$ cat src/rtl/conv_sequencer.sv
// Convolution pass sequencer: validates the configured memory window, streams
// read requests across it with round-robin engine selection, and posts status/IRQ.
module conv_sequencer #(
  parameter int unsigned AddrWidth = 32,
  parameter int unsigned EngWidth  = 12
) (
  input  logic                 clk_i,
  input  logic                 rst_i,
  input  logic                 start_i,
  input  logic                 abort_i,
  input  logic [15:0]          mem_upper_i,
  input  logic [15:0]          mem_start_i,
  input  logic [15:0]          mem_end_i,
  input  logic [EngWidth-1:0]  engine_count_i,
  input  logic                 conv_intrr_en_i,
  input  logic                 intrr_clear_i,
  output logic [AddrWidth-1:0] rd_addr_o,
  output logic                 rd_valid_o,
  input  logic                 rd_ready_i,
  output logic [EngWidth-1:0]  eng_sel_o,
  output logic                 conv_done_o,
  output logic                 conv_running_o,
  output logic [4:0]           error_code_o,
  output logic                 we_int_o,
  output logic                 conv_intrr_ac_o,
  output logic                 we_int2_o,
  output logic                 irq_o
);

  localparam logic [0:0] StIdle = 1'b0;
  localparam logic [0:0] StRun  = 1'b1;

  localparam logic [4:0] ErrOk    = 5'd0;
  localparam logic [4:0] ErrRange = 5'd1;
  localparam logic [4:0] ErrEng   = 5'd2;
  localparam logic [4:0] ErrAbort = 5'd3;

  logic [0:0]          state_q, state_d;
  logic [15:0]         upper_q, upper_d;
  logic [15:0]         offset_q, offset_d;
  logic [15:0]         end_q, end_d;
  logic [EngWidth-1:0] engcnt_q, engcnt_d;
  logic [EngWidth-1:0] eng_sel_q, eng_sel_d;
  logic                valid_q, valid_d;
  logic                done_q, done_d;
  logic                running_q, running_d;
  logic [4:0]          err_q, err_d;
  logic                we_int_q, we_int_d;
  logic                intrr_ac_q, intrr_ac_d;
  logic                we_int2_q, we_int2_d;
  logic                handshake;

  assign handshake = valid_q & rd_ready_i;

  always_comb begin
    state_d    = state_q;
    upper_d    = upper_q;
    offset_d   = offset_q;
    end_d      = end_q;
    engcnt_d   = engcnt_q;
    eng_sel_d  = eng_sel_q;
    valid_d    = valid_q;
    done_d     = done_q;
    running_d  = running_q;
    err_d      = err_q;
    we_int_d   = 1'b0;
    intrr_ac_d = intrr_ac_q;
    we_int2_d  = 1'b0;

    // Clear is evaluated first so that a completion in the same cycle overrides it.
    if (intrr_clear_i) begin
      intrr_ac_d = 1'b0;
      we_int2_d  = 1'b1;
    end

    case (state_q)
      StIdle: begin
        if (start_i) begin
          upper_d  = mem_upper_i;
          end_d    = mem_end_i;
          engcnt_d = engine_count_i;
          offset_d = mem_start_i;
          we_int_d = 1'b1;
          done_d   = 1'b0;
          if (mem_end_i < mem_start_i) begin
            err_d     = ErrRange;
            running_d = 1'b0;
          end else if (engine_count_i == '0) begin
            err_d     = ErrEng;
            running_d = 1'b0;
          end else begin
            state_d   = StRun;
            eng_sel_d = '0;
            valid_d   = 1'b1;
            running_d = 1'b1;
            err_d     = ErrOk;
          end
        end
      end
      StRun: begin
        if (abort_i) begin
          state_d   = StIdle;
          valid_d   = 1'b0;
          running_d = 1'b0;
          err_d     = ErrAbort;
          we_int_d  = 1'b1;
        end else if (handshake) begin
          if (offset_q == end_q) begin
            state_d   = StIdle;
            valid_d   = 1'b0;
            running_d = 1'b0;
            done_d    = 1'b1;
            we_int_d  = 1'b1;
            if (conv_intrr_en_i) begin
              intrr_ac_d = 1'b1;
              we_int2_d  = 1'b1;
            end
          end else begin
            offset_d  = offset_q + 16'd1;
            eng_sel_d = (eng_sel_q == engcnt_q - EngWidth'(1)) ? '0 : eng_sel_q + EngWidth'(1);
          end
        end
      end
      default: state_d = StIdle;
    endcase
  end

  always_ff @(posedge clk_i) begin
    if (rst_i) begin
      state_q    <= StIdle;
      upper_q    <= '0;
      offset_q   <= '0;
      end_q      <= '0;
      engcnt_q   <= '0;
      eng_sel_q  <= '0;
      valid_q    <= 1'b0;
      done_q     <= 1'b0;
      running_q  <= 1'b0;
      err_q      <= '0;
      we_int_q   <= 1'b0;
      intrr_ac_q <= 1'b0;
      we_int2_q  <= 1'b0;
    end else begin
      state_q    <= state_d;
      upper_q    <= upper_d;
      offset_q   <= offset_d;
      end_q      <= end_d;
      engcnt_q   <= engcnt_d;
      eng_sel_q  <= eng_sel_d;
      valid_q    <= valid_d;
      done_q     <= done_d;
      running_q  <= running_d;
      err_q      <= err_d;
      we_int_q   <= we_int_d;
      intrr_ac_q <= intrr_ac_d;
      we_int2_q  <= we_int2_d;
    end
  end

  assign rd_addr_o       = AddrWidth'({upper_q, offset_q});
  assign rd_valid_o      = valid_q;
  assign eng_sel_o       = eng_sel_q;
  assign conv_done_o     = done_q;
  assign conv_running_o  = running_q;
  assign error_code_o    = err_q;
  assign we_int_o        = we_int_q;
  assign conv_intrr_ac_o = intrr_ac_q;
  assign we_int2_o       = we_int2_q;
  assign irq_o           = intrr_ac_q & conv_intrr_en_i;

endmodule

$ cat config.mk
export PLATFORM = sky130hd
export DESIGN_NAME = conv_sequencer
export DESIGN_NICKNAME = d
export VERILOG_FILES = /design/src/rtl/conv_sequencer.sv
export SDC_FILE = /design/constraint.sdc
export NUM_CORES = 1
export LEC_CHECK = 0
export ABC_AREA = 1
export CAP_MARGIN = 15
export CORE_UTILIZATION = 40
export DETAILED_ROUTE_END_ITERATION = 6
export PLACE_DENSITY = 0.67
export SYNTH_ARGS = -nofsm -noshare
export SYNTH_HDL_FRONTEND = slang
export SYNTH_SLANG_ARGS = --single-unit
$ cat constraint.sdc
create_clock -name clk_i -period 4.5 [get_ports clk_i]
set_input_delay 0.9 -clock clk_i [delete_from_list [all_inputs] [get_ports clk_i]]
set_output_delay 0.9 -clock clk_i [all_outputs]
set_load 0.05 [all_outputs]
## After elaboration in Yosys (flattened, before gate mapping)

Cells that the tools add are included.
W data, S select, Z words.

- Flip-flop bits (word level): 84
- Output and inout port bits: 56

- Add/subtract/negate cells: 3
- Equal/unequal tests: 12
- $lt $le $gt $ge: 1
- Reductions and logical operators: 8
- Muxes and demuxes: 56
- Bitwise operators: 3

Operators with widths:

| cell | number |
|---|---|
| $mux W12 | 7 |
| $mux W16 | 4 |
| $mux W1 | 33 |
| $pmux W16 S2 | 1 |
| $pmux W12 S2 | 1 |
| $add A16 B1 Y16 const B | 1 |
| $eq A16 B16 Y1 | 1 |
| $lt A16 B16 Y1 | 1 |
| $add A12 B1 Y12 const B | 1 |
| $eq A12 B12 Y1 | 1 |
| $logic_not A12 Y1 | 1 |
| $ne A2 B2 Y1 const B | 6 |
| $sub A12 B1 Y12 const B | 1 |
| $mux W5 | 2 |
| $pmux W1 S2 | 5 |
| $pmux W5 S2 | 1 |
| $reduce_and A4 Y1 | 2 |
| $ne A3 B2 Y1 const B | 2 |
| $reduce_and A6 Y1 | 1 |
| $reduce_and A5 Y1 | 1 |
| $mux W2 | 2 |
| $ne A2 B1 Y1 const B | 2 |
| $reduce_and A2 Y1 | 2 |
| $reduce_and A3 Y1 | 1 |
| other kinds (2) | 3 |

## Logic depth before layout (Yosys ltp)

Gate-level depths: netlist of the first run.

- Depth in word-level cells: 7
- Gate-level depth with buffers: 17
- Gate-level depth less buffers: 16

## Worst setup path before layout of the first run

Ideal clock, no wire load.

- Kind: input -> register
- Start point: input port mem_start_i[15]
- End point: register eng_sel_q[8], in the netlist eng_sel_o[8]
- Required time: 4.390 ns
- Path slack: 2.191 ns
- Cell stages on the path: 12
- Data arrival time: 2.199 ns
- Setup time: 0.110 ns
- Buffers on the path: 1
- Path through: inv_1 > ha_1 > nand2_1 > nor4_1 > nand2_1 > nand3_1 > nand2_1 > nor2_4 > buf_6 > nand3_1 > nand2_1 > nor2_1

- Longest elaborated chain between the ends: 3

RTL lines:

| element | line | source |
|---|---|---|
| start: declaration | 12 | `input logic [15:0] mem_start_i,` |
| $lt A16 B16 Y1 | 85 | `if (mem_end_i < mem_start_i) begin` |
| $ne A2 B2 Y1 (no line) | - |  |
| $reduce_and A6 Y1 (no line) | - |  |
| end signal: assignment | 149 | `eng_sel_q <= eng_sel_d;` |
| end: declaration | 43 | `logic [EngWidth-1:0] eng_sel_q, eng_sel_d;` |

No other way between the ends.
A chain may end at the register's enable or synchronous reset.

## Worst setup path after layout of the first run

- Start point: input port conv_intrr_en_i
- End point: output port irq_o

- Longest elaborated chain between the ends: 1

RTL lines:

| element | line | source |
|---|---|---|
| start: declaration | 15 | `input logic conv_intrr_en_i,` |
| $and A1 B1 Y1 | 169 | `assign irq_o = intrr_ac_q & conv_intrr_en_i;` |
| end: declaration | 27 | `output logic irq_o` |

No other way between the ends.

==> results.sh, run 1 <==
export IMPL_initial_core_util_pct=41.57
export IMPL_cts_resized=0
export IMPL_route_detailed_drc=10
export IMPL_utilization_pct=54.89
export IMPL_synth_area_leaders="dfxtp_1, nand2_1, nor2_1"
export IMPL_cts_sinks=81
export IMPL_rows=39
export IMPL_yosysWarnings=0
export IMPL_drv_slew=0
export IMPL_whs_ns=0.4570
export IMPL_irDropWorstVdd_uv=213.3
export IMPL_yosysTopAreaCell="dfxtp_1"
export IMPL_r2r_slack_ns=1.97
export IMPL_mostFrequentLayoutCell="nand2_1"
export IMPL_synth_seq_cells=81
export IMPL_final_cell_area_um2=6321
export IMPL_min_path_cells=2
export IMPL_antenna_cells=0
export IMPL_drv_cap=0
export IMPL_dp_cells=959
export IMPL_cts_buffers=9
export IMPL_finalHoldViolations=0
export IMPL_clock_fmax_ghz=0.3161
export IMPL_cts_tree="done"
export IMPL_grt_pass1_vias=4824
export IMPL_grt_pass1_wl_mm=21.87
export IMPL_path_max_fanout=2
export IMPL_ys_seq_area_share_pct=33.87
export IMPL_wl_per_cell_um=13.26
export IMPL_first_pass_iters=7
export IMPL_place_gp_congestion=0.8540
export IMPL_layout_cells_non_filler=975
export IMPL_cts_setup_buffers=0
export IMPL_yosysTopAreaCellShare_pct=33.87
export IMPL_final_nets=912
export IMPL_hold_path_class="reg -> reg"
export IMPL_crit_path_start_kind="primary input"
export IMPL_dieWidth_um=111.4
export IMPL_dieArea_um2=12410
export IMPL_hpwl_mm=9.482
export IMPL_core_um2=11520
export IMPL_clk_insertion_delay_late_ns=0.34
export IMPL_final_cell_mix="nand2_1, clkdlybuf4s50_1, nor2_1"
export IMPL_finalSetupViolCount=0
export IMPL_slew_headroom_pct=62.77
export IMPL_crit_arrival_ns=2.26
export IMPL_htreeDepth=3
export IMPL_rsz0062_at_grt="false"
export IMPL_drt_iter0_markers=251
export IMPL_vias_per_cell=5.006
export IMPL_drtAntennaViolNets=0
export IMPL_synthToLayoutAreaGrowth_pct=32.04
export IMPL_end_kind="output pin"
export IMPL_worst_r2r_path_depth=13
export IMPL_root_buffer="clkbuf_16"
export IMPL_worst_pin_slew_ns=0.5567
export IMPL_post_route_period_util_pct=70.30
export IMPL_holdBufCountCts=0
export IMPL_synthCells=722
export IMPL_clk_path_buf_depth=2
export IMPL_fin_tns_setup_ns=0
export IMPL_numPortBuffers=119
export IMPL_drt_wl_total_mm=12.93
export IMPL_critPathRequiredTime_ns=3.60
export IMPL_drive_gt1_share_pct=6.370
export IMPL_clock_skew_ns=0.01023
export IMPL_leakagePower_uw=0.002795
export IMPL_synth_distinct_cells=37
export IMPL_grt_use_total_pct=21.60
export IMPL_io_pins=123
export IMPL_grt_max_degree=56
export IMPL_place_area_um2=6038
export IMPL_clk_pin_slew_ns=0.06
export IMPL_fillers=1116
export IMPL_violations="DRC"
export IMPL_critical_path_class="in -> out"
export IMPL_syn_area_per_cell_um2=6.630
export IMPL_syn_area_um2=4787
export IMPL_status="complete, but fails checks"
export IMPL_die_h_um=111.4
export IMPL_pwr_density_cell_nw_per_um2=379.5
export IMPL_grt_overflow=0
export IMPL_vias=4881
export IMPL_antenna_found_initial=0
export IMPL_final_min_clock_period_ns=3.163
## synth_stat cells, drive strengths merged
cell type	instances
or2	2
o21bai	1
nand3	41
o211ai	3
nand3b	5
xnor2	2
clkinv	1
dfxtp	81
conb	1
xor2	26
ha	18
nor2	126
nor4	1
a221oi	1
nand4	8
nand2	154
o21ai	64
nor3	11
buf	16
a31oi	4
a211oi	2
a21oi	53
nor3b	1
inv	84
clkbuf	16
## power breakdown
| group | internal [µW] | switching (µW) | total (µW) |
|---|---|---|---|
| logic | 295 | 519 | 815 |
| registers | 801 | 87.9 | 889 |
| clock network | 393 | 302 | 695 |
## kinds of logic after synthesis
family          synth area share [%]
fa+ha+maj                      4.705
xor+xnor                       5.123
buf+inv                        10.25
compound gates                 13.96
simple gates                   32.02
other cells                  0.07834
flops                          33.87
## path summary, 6_finish.rpt
check	startpoint	to
setup / recovery	conv_intrr_en_i	irq_o
hold / removal	error_code_o[1]$_SDFFE_PP0P_	error_code_o[1]$_SDFFE_PP0P_
setup reg to reg	state_q$_SDFF_PP0_	eng_sel_o[10]$_SDFFE_PP0P_
hold reg to reg	error_code_o[1]$_SDFFE_PP0P_	error_code_o[1]$_SDFFE_PP0P_
## final cells by class
class	count	area (µm²)	share of cell area (%)
repair buffers	124	1229	19.44
multi-input cells	526	2688	42.52
clock inverters	5	40.04	0.6334
flip-flops and latches	81	1622	25.65
clock buffers	11	242.7	3.840
well taps	143	178.9	2.831
inverters	85	321.6	5.087
## worst max-delay path, stage by stage
cell and delay [ns]:
clkdlybuf4s50_1 0.47, nand2_1 0.05, inv_1 0.05, clkdlybuf4s50_1 0.79
## sequential cells by signal (all words and copies together), names as in the netlist, 2 cells and up
name          flops
eng_sel_o        12
end_q            16
offset_q         16
engcnt_q         12
upper_q          16
error_code_o      2
## routing by layer
metal,global-route usage [%],vias up,share of wire (%)
li1,-,2511,-
met1,25.25,2225,43
met2,39.08,134,49
met3,5.661,11,6.5
met4,5.405,0,0.90
met5,0,-,0
## per-stage QoR
step                      setup slack (ns)  total power [µW]
after floorplan                      2.191              1454
after global placement               1.328              1700
after detailed placement             1.332              1718
after CTS                            1.331              2416
after global routing                 1.270              2537
final                                1.337              2399
Power figures use the tool's default switching activity.
==> run 2: changes to the inputs <==
- clock period: 4.5 -> 3.2 ns (I/O delays scaled with it)
==> results.sh, run 2 (synthesis results as in run 1) <==
export IMPL_drt_wl_total_mm=13.18
export IMPL_clock_skew_ns=0.005580
export IMPL_final_min_clock_period_ns=2.666
export IMPL_final_cell_mix="nand2_1, clkdlybuf4s50_1, nor2_1"
export IMPL_worst_pin_slew_ns=0.5377
export IMPL_drive_gt1_share_pct=6.603
export IMPL_slew_headroom_pct=64.04
export IMPL_finalHoldViolations=0
export IMPL_core_um2=11520
export IMPL_vias=4848
export IMPL_cts_sinks=81
export IMPL_clk_path_buf_depth=2
export IMPL_drt_iter0_markers=293
export IMPL_root_buffer="clkbuf_16"
export IMPL_drv_slew=0
export IMPL_dieWidth_um=111.4
export IMPL_irDropWorstVdd_uv=371.5
export IMPL_antenna_found_initial=0
export IMPL_p_sw_uw=1301
export IMPL_antenna_cells=0
export IMPL_rows=39
export IMPL_grt_overflow=0
export IMPL_comb_power_share_pct=31.7
export IMPL_power_frac_clock_pct=33.6
export IMPL_grt_pass1_vias=4815
export IMPL_dieArea_um2=12410
export IMPL_whs_ns=0.4683
export IMPL_cts_buffers=9
export IMPL_largest_registers="end_q: 16 flops, offset_q: 16 flops, upper_q: 16 flops"
export IMPL_fin_tns_setup_ns=0
export IMPL_route_detailed_drc=10
export IMPL_finalSetupViolCount=0
export IMPL_crit_arrival_ns=2.03
export IMPL_htreeDepth=3
export IMPL_wl_per_cell_um=13.50
export IMPL_violations="DRC"
export IMPL_p_seq_share_pct=34.7
export IMPL_clock_fmax_ghz=0.3751
export IMPL_place_gp_congestion=0.8375
export IMPL_io_pins=123
export IMPL_mostFrequentLayoutCell="nand2_1"
export IMPL_status="complete, but fails checks"
export IMPL_synthToLayoutAreaGrowth_pct=33.93
export IMPL_pwr_density_cell_nw_per_um2=564.2
export IMPL_die_h_um=111.4
export IMPL_hpwl_mm=9.500
export IMPL_drtAntennaViolNets=0
export IMPL_end_kind="output pin"
export IMPL_vias_per_cell=4.967
export IMPL_grt_use_total_pct=21.88
export IMPL_p_int_uw=2316
export IMPL_holdBufCountCts=0
export IMPL_rsz0062_at_grt="false"
export IMPL_critPathRequiredTime_ns=2.56
export IMPL_cts_resized=0
export IMPL_grt_max_degree=56
export IMPL_critical_path_class="in -> out"
export IMPL_crit_path_start_kind="primary input"
export IMPL_post_route_period_util_pct=83.32
export IMPL_clk_insertion_delay_late_ns=0.34
export IMPL_numPortBuffers=119
export IMPL_grt_pass1_wl_mm=22.06
export IMPL_cts_tree="done"
export IMPL_leakagePower_uw=0.002843
export IMPL_clk_pin_slew_ns=0.07
export IMPL_initial_core_util_pct=41.57
export IMPL_cts_setup_buffers=0
export IMPL_first_pass_iters=6
export IMPL_path_max_fanout=2
export IMPL_final_nets=913
export IMPL_hold_path_class="reg -> reg"
export IMPL_drv_cap=0
export IMPL_switching_share_pct=35.98
==> run 2: layout make-up <==
cell class / count / area (µm²)
sequential: 81 / 1622
clock inverter: 7 / 127.6
fill: 1082 / 5105
multi-input combinational: 526 / 2688
timing repair buffer: 125 / 1249
tap: 143 / 178.9
clock buffer: 9 / 225.2
inverter: 85 / 321.6
==> run 2: per-layer routing <==
| metal | wire, µm | global-route usage (%) | part of all wire [%] |
|---|---|---|---|
| met4 | 180 | 7.117 | 1.4 |
| met3 | 685 | 5.335 | 5.2 |
| met5 | 0 | 0 | 0 |
| met2 | 6423 | 39.42 | 49 |
| met1 | 5890 | 25.36 | 45 |
==> run 2: final timing paths <==
check,from,cells after the start,slack [ns],end
setup reg to reg,engcnt_q[0]$_SDFFE_PP0P_,16,0.99,eng_sel_o[11]$_SDFFE_PP0P_
hold / removal,error_code_o[1]$_SDFFE_PP0P_,2,0.47,error_code_o[1]$_SDFFE_PP0P_
setup / recovery,conv_intrr_en_i,4,0.53,irq_o
hold reg to reg,error_code_o[1]$_SDFFE_PP0P_,2,0.47,error_code_o[1]$_SDFFE_PP0P_
==> run 2: through the flow <==
stage               setup WS [ns]  cell area, µm²  total power (µW)  cells  util (%)
floorplan                   1.114            4795              2045    724         -
global placement           0.4352            6058              2396    960     52.61
global route               0.4346            6411              3811    976     55.67
finish                     0.5337            6411              3617    976     55.67
CTS                        0.5228            6411              3648    976     55.67
detailed placement         0.3739            6058              2418    960     52.61
==> run 2: worst max-delay path, cell delays in order <==
cell and delay, ns:
clkdlybuf4s50_1 0.49, nand2_1 0.06, inv_1 0.05, clkdlybuf4s50_1 0.79
==> run 2: power groups by stage <==
stage          clock (µW)  combinational [µW]  sequential, µW
2_1_floorplan           0                 555            1490
3_3_place_gp            0                1130            1270
3_5_place_dp            0                1140            1270
4_1_cts              1250                1150            1250
5_1_grt              1280                1260            1270
6_report             1220                1140            1260
